File: src/rtl/axi_hp_burst_writer_pkg.sv
// Shared AXI3 constants and W-channel state type
// for the HP-port burst writer.
package axi_hp_burst_writer_pkg;

  localparam logic [1:0] AXI_BURST_INCR = 2'b01;
  localparam logic [2:0] AXI_SIZE_8B    = 3'b011;
  localparam logic [1:0] AXI_RESP_OKAY  = 2'b00;

  localparam int unsigned DEF_BURST_LEN = 16;

  typedef enum logic {
    W_IDLE,
    W_BURST
  } w_state_e;

endpackage

File: src/rtl/axi_hp_burst_writer_sync_fifo.sv
// Single-clock FIFO with registered storage and count;
// a push into a full FIFO is dropped unless a pop frees the slot.
module sync_fifo #(
  parameter int unsigned WIDTH = 32,
  parameter int unsigned DEPTH = 4
) (
  input  logic                   clk_i,
  input  logic                   rst_i,
  input  logic                   push_i,
  input  logic [WIDTH-1:0]       din_i,
  input  logic                   pop_i,
  output logic [WIDTH-1:0]       dout_o,
  output logic                   full_o,
  output logic                   empty_o,
  output logic [$clog2(DEPTH):0] count_o,
  output logic                   drop_o
);

  localparam int unsigned AW = $clog2(DEPTH);
  localparam logic [AW:0] FULL_CNT = (AW+1)'(DEPTH);
  localparam logic [AW:0] CNT_ONE  = (AW+1)'(1);
  localparam logic [AW-1:0] PTR_ONE = AW'(1);

  logic [WIDTH-1:0] mem_q [DEPTH];
  logic [AW-1:0]    wr_q, wr_d;
  logic [AW-1:0]    rd_q, rd_d;
  logic [AW:0]      cnt_q, cnt_d;
  logic             do_push, do_pop;

  assign empty_o = (cnt_q == '0);
  assign full_o  = (cnt_q == FULL_CNT);
  assign do_pop  = pop_i && !empty_o;
  assign do_push = push_i && (!full_o || do_pop);
  assign drop_o  = push_i && !do_push;
  assign dout_o  = mem_q[rd_q];
  assign count_o = cnt_q;

  always_comb begin
    wr_d  = wr_q;
    rd_d  = rd_q;
    cnt_d = cnt_q;
    if (do_push) wr_d = wr_q + PTR_ONE;
    if (do_pop)  rd_d = rd_q + PTR_ONE;
    unique case ({do_push, do_pop})
      2'b10:   cnt_d = cnt_q + CNT_ONE;
      2'b01:   cnt_d = cnt_q - CNT_ONE;
      default: cnt_d = cnt_q;
    endcase
  end

  always_ff @(posedge clk_i) begin
    if (do_push) mem_q[wr_q] <= din_i;
  end

  always_ff @(posedge clk_i) begin
    if (rst_i) begin
      wr_q  <= '0;
      rd_q  <= '0;
      cnt_q <= '0;
    end else begin
      wr_q  <= wr_d;
      rd_q  <= rd_d;
      cnt_q <= cnt_d;
    end
  end

endmodule

File: src/rtl/axi_hp_burst_writer.sv
// Buffers burst addresses and data beats into an AXI3 write master.
// AXI_HP_BURST_WRITER_STATS_EN adds burst/drop/high-water counters.
module axi_hp_burst_writer
  import axi_hp_burst_writer_pkg::*;
#(
  parameter int unsigned DATA_DEPTH      = 64,
  parameter int unsigned ADDR_DEPTH      = 4,
  parameter int unsigned MAX_OUTSTANDING = 8,
  parameter int unsigned BURST_LEN       = DEF_BURST_LEN
) (
  input  logic        sys_clk,
  input  logic        sys_rst,
  input  logic [31:0] addr_in,
  input  logic        addr_in_valid,
  input  logic [63:0] data_in,
  input  logic        data_in_valid,
  output logic [31:0] m_awaddr,
  output logic [3:0]  m_awlen,
  output logic [2:0]  m_awsize,
  output logic [1:0]  m_awburst,
  output logic        m_awvalid,
  input  logic        m_awready,
  output logic [63:0] m_wdata,
  output logic [7:0]  m_wstrb,
  output logic        m_wlast,
  output logic        m_wvalid,
  input  logic        m_wready,
  input  logic [1:0]  m_bresp,
  input  logic        m_bvalid,
  output logic        m_bready,
  output logic        overflow,
  output logic        bresp_err,
  output logic        idle
`ifdef AXI_HP_BURST_WRITER_STATS_EN
  ,
  output logic [31:0] stat_bursts,
  output logic [31:0] stat_dropped_words,
  output logic [31:0] stat_max_fill
`endif
);

  localparam int unsigned OW  = $clog2(MAX_OUTSTANDING) + 1;
  localparam int unsigned DCW = $clog2(DATA_DEPTH) + 1;
  localparam int unsigned ACW = $clog2(ADDR_DEPTH) + 1;

  localparam logic [OW-1:0]  OS_MAX      = OW'(MAX_OUTSTANDING);
  localparam logic [OW-1:0]  OS_ONE      = OW'(1);
  localparam logic [DCW-1:0] BURST_WORDS = DCW'(BURST_LEN);
  localparam logic [3:0]     LAST_BEAT   = 4'(BURST_LEN - 1);

  logic [31:0]    a_head;
  logic           a_full, a_empty, a_drop;
  logic [ACW-1:0] a_count;
  logic [63:0]    d_head;
  logic           d_full, d_empty, d_drop;
  logic [DCW-1:0] d_count;

  logic           aw_hs, w_hs, w_start, b_dec;
  w_state_e       w_state_q, w_state_d;
  logic [3:0]     beat_q, beat_d;
  logic [OW-1:0]  out_q, out_d;
  logic [OW-1:0]  grant_q, grant_d;
  logic           overflow_q, bresp_err_q;

  sync_fifo #(
    .WIDTH(32),
    .DEPTH(ADDR_DEPTH)
  ) u_addr_fifo (
    .clk_i  (sys_clk),
    .rst_i  (sys_rst),
    .push_i (addr_in_valid),
    .din_i  (addr_in),
    .pop_i  (aw_hs),
    .dout_o (a_head),
    .full_o (a_full),
    .empty_o(a_empty),
    .count_o(a_count),
    .drop_o (a_drop)
  );

  sync_fifo #(
    .WIDTH(64),
    .DEPTH(DATA_DEPTH)
  ) u_data_fifo (
    .clk_i  (sys_clk),
    .rst_i  (sys_rst),
    .push_i (data_in_valid),
    .din_i  (data_in),
    .pop_i  (w_hs),
    .dout_o (d_head),
    .full_o (d_full),
    .empty_o(d_empty),
    .count_o(d_count),
    .drop_o (d_drop)
  );

  logic unused_ok;
  assign unused_ok = &{1'b0, a_full, a_count, d_full};

  assign m_awvalid = !a_empty && (out_q < OS_MAX);
  assign m_awaddr  = a_head;
  assign m_awlen   = LAST_BEAT;
  assign m_awsize  = AXI_SIZE_8B;
  assign m_awburst = AXI_BURST_INCR;
  assign m_wdata   = d_head;
  assign m_wstrb   = 8'hFF;
  assign m_bready  = 1'b1;

  assign aw_hs = m_awvalid && m_awready;
  assign w_hs  = m_wvalid && m_wready;
  // An unsolicited B must not wrap the counter and stall AW forever.
  assign b_dec = m_bvalid && (out_q != '0);

  assign overflow  = overflow_q;
  assign bresp_err = bresp_err_q;
  assign idle = a_empty && d_empty && (w_state_q == W_IDLE) && (out_q == '0);

  // A burst starts only with a granted address and a full burst buffered.
  always_comb begin
    w_state_d = w_state_q;
    beat_d    = beat_q;
    m_wvalid  = 1'b0;
    m_wlast   = 1'b0;
    w_start   = 1'b0;
    unique case (w_state_q)
      W_IDLE: begin
        if ((grant_q != '0) && (d_count >= BURST_WORDS)) begin
          w_start   = 1'b1;
          w_state_d = W_BURST;
        end
      end
      W_BURST: begin
        m_wvalid = 1'b1;
        m_wlast  = (beat_q == LAST_BEAT);
        if (m_wready) begin
          if (m_wlast) begin
            beat_d    = '0;
            w_state_d = W_IDLE;
          end else begin
            beat_d = beat_q + 4'd1;
          end
        end
      end
    endcase
  end

  always_comb begin
    out_d = out_q;
    unique case ({aw_hs, b_dec})
      2'b10:   out_d = out_q + OS_ONE;
      2'b01:   out_d = out_q - OS_ONE;
      default: out_d = out_q;
    endcase
    grant_d = grant_q;
    unique case ({aw_hs, w_start})
      2'b10:   grant_d = grant_q + OS_ONE;
      2'b01:   grant_d = grant_q - OS_ONE;
      default: grant_d = grant_q;
    endcase
  end

  always_ff @(posedge sys_clk) begin
    if (sys_rst) begin
      w_state_q   <= W_IDLE;
      beat_q      <= '0;
      out_q       <= '0;
      grant_q     <= '0;
      overflow_q  <= 1'b0;
      bresp_err_q <= 1'b0;
    end else begin
      w_state_q <= w_state_d;
      beat_q    <= beat_d;
      out_q     <= out_d;
      grant_q   <= grant_d;
      if (a_drop || d_drop) overflow_q <= 1'b1;
      if (m_bvalid && (m_bresp != AXI_RESP_OKAY)) bresp_err_q <= 1'b1;
    end
  end

`ifdef AXI_HP_BURST_WRITER_STATS_EN
  logic [31:0] bursts_q, dropped_q, max_fill_q;

  always_ff @(posedge sys_clk) begin
    if (sys_rst) begin
      bursts_q   <= '0;
      dropped_q  <= '0;
      max_fill_q <= '0;
    end else begin
      if (m_bvalid) bursts_q <= bursts_q + 32'd1;
      if (d_drop) dropped_q <= dropped_q + 32'd1;
      if (32'(d_count) > max_fill_q) max_fill_q <= 32'(d_count);
    end
  end

  assign stat_bursts        = bursts_q;
  assign stat_dropped_words = dropped_q;
  assign stat_max_fill      = max_fill_q;
`endif

endmodule

File: config.mk
export PLATFORM = sky130hd
export DESIGN_NAME = axi_hp_burst_writer
export DESIGN_NICKNAME = d
export VERILOG_FILES = /design/src/rtl/axi_hp_burst_writer_pkg.sv /design/src/rtl/axi_hp_burst_writer_sync_fifo.sv /design/src/rtl/axi_hp_burst_writer.sv
export SDC_FILE = /design/constraint.sdc
export NUM_CORES = 2
export LEC_CHECK = 0
export CORE_AREA = 2 2 546 548
export DETAILED_ROUTE_END_ITERATION = 8
export DIE_AREA = 0 0 548 550
export DONT_BUFFER_PORTS = 1
export GPL_ROUTABILITY_DRIVEN = 0
export GPL_TIMING_DRIVEN = 0
export HOLD_SLACK_MARGIN = 0.06
export PLACE_DENSITY_LB_ADDON = 0.08
export SYNTH_ARGS = -nofsm -noshare
export SYNTH_HDL_FRONTEND = slang
export SYNTH_MEMORY_MAX_BITS = 65536
export SYNTH_SLANG_ARGS = --single-unit
File: constraint.sdc
create_clock -name sys_clk -period 9.5 [get_ports sys_clk]
set_input_delay 2.85 -clock sys_clk [delete_from_list [all_inputs] [get_ports sys_clk]]
set_output_delay 2.85 -clock sys_clk [all_outputs]
set_load 0.01 [all_outputs]
==> results.py <==
metrics = {
    "sta": {
        "relSlewSlack_pct": 1.832,
        "tightest_slew_ns": 1.473,
        "slew_viol_final": 0,
        "layout_min_cycle_time_ns": 8.582,
        "max_freq_ghz": 0.1165,
        "fin_worst_skew_ns": 0.05464,
        "setup_violations": 0,
        "grt_setup_unrepaired": "false",
        "finalHoldViolations": 0,
        "period_share_pct": 90.33,
    },
    "die": {
        "dieHeight_um": 550,
        "die_area_sq_um": 301400,
        "start_util_pct": 54.69,
        "dieWidth_um": 548,
        "core_sq_um": 295500,
        "rows": 200,
        "ios": 225,
    },
    "synthesis": {
        "synth_top_area_cell": "edfxtp_1",
        "synth.area.top_cells": "edfxtp_1 78%, mux4_2 15%, mux2i_1 0.85%, a221oi_1 0.69%, a21oi_1 0.68%",
        "ys_top_cells_by_count": "4224 x edfxtp_1, 1056 x mux4_2, 219 x a21oi_1",
        "async_flop_share_pct": 0,
        "avgSynthCellArea_sq_um": 23.44,
        "synth_edf_count": 4224,
        "yosysMostFrequentCell": "edfxtp_1",
        "ys_seq_area_share_pct": 79.08,
        "syn_area_sq_um": 161600,
        "ys_ff_latch": 4273,
        "ys_warn_count": 0,
        "synth_top_area_share_pct": 78.48,
        "synth_cells": 6896,
        "synthFlopType": "edfxtp_1",
        "yosysUniqueCellTypes": 50,
    },
    "detailed_routing": {
        "wl_met1_um": 177600,
        "ant_nets": 0,
        "first_pass_iters": 7,
        "totalWireLength_um": 478800,
        "top_layer_used": "met5",
        "vias": 81006,
        "initialDrtViolationCount": 11994,
        "wl_met2_um": 232500,
        "drc": 0,
        "wl_met3_um": 46470,
        "via_per_inst": 6.821,
        "wl_per_cell_um": 40.31,
    },
    "setup_path": {
        "cp_top_family": "buffers and inverters",
        "arrival_ns": 5.73,
        "crit_buf_inv": 5,
        "crit_top_cell": "buf_2",
        "crit_chain": "buf_2, buf_4, buf_2, buf_2, buf_2, nor3_1, nor3_1, nor2_1, a221oi_1",
        "worstPathRequired_ns": 6.65,
        "path_class": "flip-flop to primary output",
        "crit_path_end_kind": "primary output",
        "crit_fanout": 10,
        "start_kind": "flip-flop",
        "cpPeakStageDelay_ns": 0.82,
        "crit_path_top_delay_cell": "a221oi_1",
    },
    "clock_tree": {
        "cts.hold.buffers_added": 0,
        "cts-root-buf": "clkbuf_16",
        "htreeDepth": 5,
        "cts_buffers": 427,
        "cts_tree": "done",
        "clk_pin_slew_worst_paths_ns": 0.06,
        "clock_sinks": 4273,
        "cts_buffer_depth": 4,
        "post_cts_buffers": 0,
        "clkLatencyLatePin_ns": 0.98,
        "postCtsResizedCells": 0,
    },
    "power_and_ir_drop": {
        "p_comb_share_pct": 1.6,
        "p_total_mw": 38.16,
        "powerDensity_nw_per_um2": 205.6,
        "pwr-share-seq_pct": 54.7,
        "p_leak_nw": 56.19,
        "p_int_mw": 30.55,
        "clock_power_share_pct": 43.8,
        "peakVddDrop_mv": 0.1735,
        "sw_frac_of_total_pct": 19.95,
        "p_switching_mw": 7.615,
    },
    "global_routing": {
        "grt_pass1_wl_um": 649100,
        "first_global_vias": 79418,
        "grt_use_total_pct": 31.74,
        "grt_max_degree": 65,
        "antenna_found_initial": 21,
        "grt_overflow": 0,
    },
    "finish": {
        "area.growth.synth_to_final_pct": 14.84,
        "utilization_pct": 62.80,
        "fin_area_sq_um": 185600,
        "layout-drive-gt1-share_pct": 27.31,
        "nets": 7690,
    },
    "placed_design": {
        "dpl_cell_area_sq_um": 171800,
        "hpwlAfterDp_um": 320800,
        "io_buffer_count": 0,
    },
    "job": {
        "drv_cap": 0,
    },
    "run_status": {
        "status": "completed",
    },
    "min_path": {
        "hp-class": "flip-flop to flip-flop",
    },
}
-- power by group through the flow --
stage / Sequential (mW) / Combinational (mW) / Clock [mW]
6_report: 20.9 / 0.593 / 16.7
5_1_grt: 20.9 / 0.638 / 17.6
4_1_cts: 20.9 / 0.604 / 16.9
3_5_place_dp: 21.3 / 0.602 / 0
3_3_place_gp: 21.3 / 0.564 / 0
2_1_floorplan: 21.3 / 0.411 / 0
-- worst reg2reg max path: stages (launching register included) --
cell and delay [ns]:
dfxtp_1 0.39, buf_2 0.22, a211oi_1 0.11, a31oi_1 0.21, buf_2 0.28, nor2b_1 0.36, nand3_1 0.73, nor2_4 0.95
buf_12 0.30, buf_12 0.24
-- cell families after synthesis --
group / after synthesis / share of synthesized area, %
flops: 4273 / 79.08
mux: 1195 / 15.58
compound gates: 694 / 2.997
buf+inv: 419 / 1.249
simple gates: 264 / 0.7509
xor+xnor: 26 / 0.1409
fa+ha+maj: 23 / 0.1966
other cells: 2 / 0.004646
-- sequential cells by signal, summed over array words and instances, names as in the netlist, named ones only --
register and flops:
u_addr_fifo.mem_q 128, overflow 1, bresp_err 1, w_state_q 1, u_addr_fifo.count_o 3, grant_q 4
out_q 4, u_data_fifo.wr_q 6, u_data_fifo.mem_q 4096, u_data_fifo.rd_q 6, beat_q 4, u_data_fifo.count_o 7
u_addr_fifo.rd_q 2, u_addr_fifo.wr_q 2
-- worst paths after layout --
| path | to | slack (ns) | cells after the start | startpoint |
|---|---|---|---|---|
| setup reg to reg | u_data_fifo.mem_q[35][44] | 5.34 | 9 | w_state_q |
| hold / removal | bresp_err | 0.50 | 2 | bresp_err |
| hold reg to reg | bresp_err | 0.50 | 2 | bresp_err |
| setup / recovery | m_wdata[25] | 0.92 | 9 | flip-flop |
-- stage by stage --
step,setup TNS (ns),cells,hold slack [ns],worst slack (ns)
finish,0,11876,0.4971,0.9183
CTS,0,11859,0.4957,0.9074
floorplan,0,6912,0.4537,2.496
global route,0,11865,0.5179,0.9419
detailed placement,0,11072,0.4863,1.937
global placement,-9185.38,10851,0.4642,-3.307
-- cell usage in the layout (no fill, tap or decap), types with 29 or more instances in the layout --
cell type	Yosys	final
a221oi_1	128	128
a22o_1	80	80
buf_16	0	29
clkinv_1	0	103
o21ai_0	37	37
buf_4	47	47
o22ai_1	80	80
buf_12	0	192
mux2i_1	137	137
clkbuf_1	182	256
o221ai_1	87	87
buf_2	132	134
clkbuf_16	0	430
nor2_1	150	86
nor2_4	0	65
edfxtp_1	4224	4224
dfxtp_1	49	49
bufinv_16	0	43
mux4_2	1056	1056
clkinv_2	0	91
a21oi_1	219	219
-- layer usage --
metal,up-vias,global-route usage (%)
met4,16,12.97
met3,869,6.353
met2,4824,51.19
met1,44134,43.04
li1,31163,-
met5,-,0
-- cell type report --
| type | count | area, sq um |
|---|---|---|
| antenna | 17 | 42.54 |
| buffer | 404 | 1976 |
| clock buffer | 512 | 11070 |
| clock inverter | 275 | 2729 |
| fill | 19759 | 109900 |
| inverter | 15 | 56.30 |
| multi-input combinational | 2220 | 32340 |
| sequential | 4273 | 127800 |
| tap | 3939 | 4928 |
| timing repair buffer | 221 | 4642 |
Note: power is estimated with default switching activity, not from simulation.
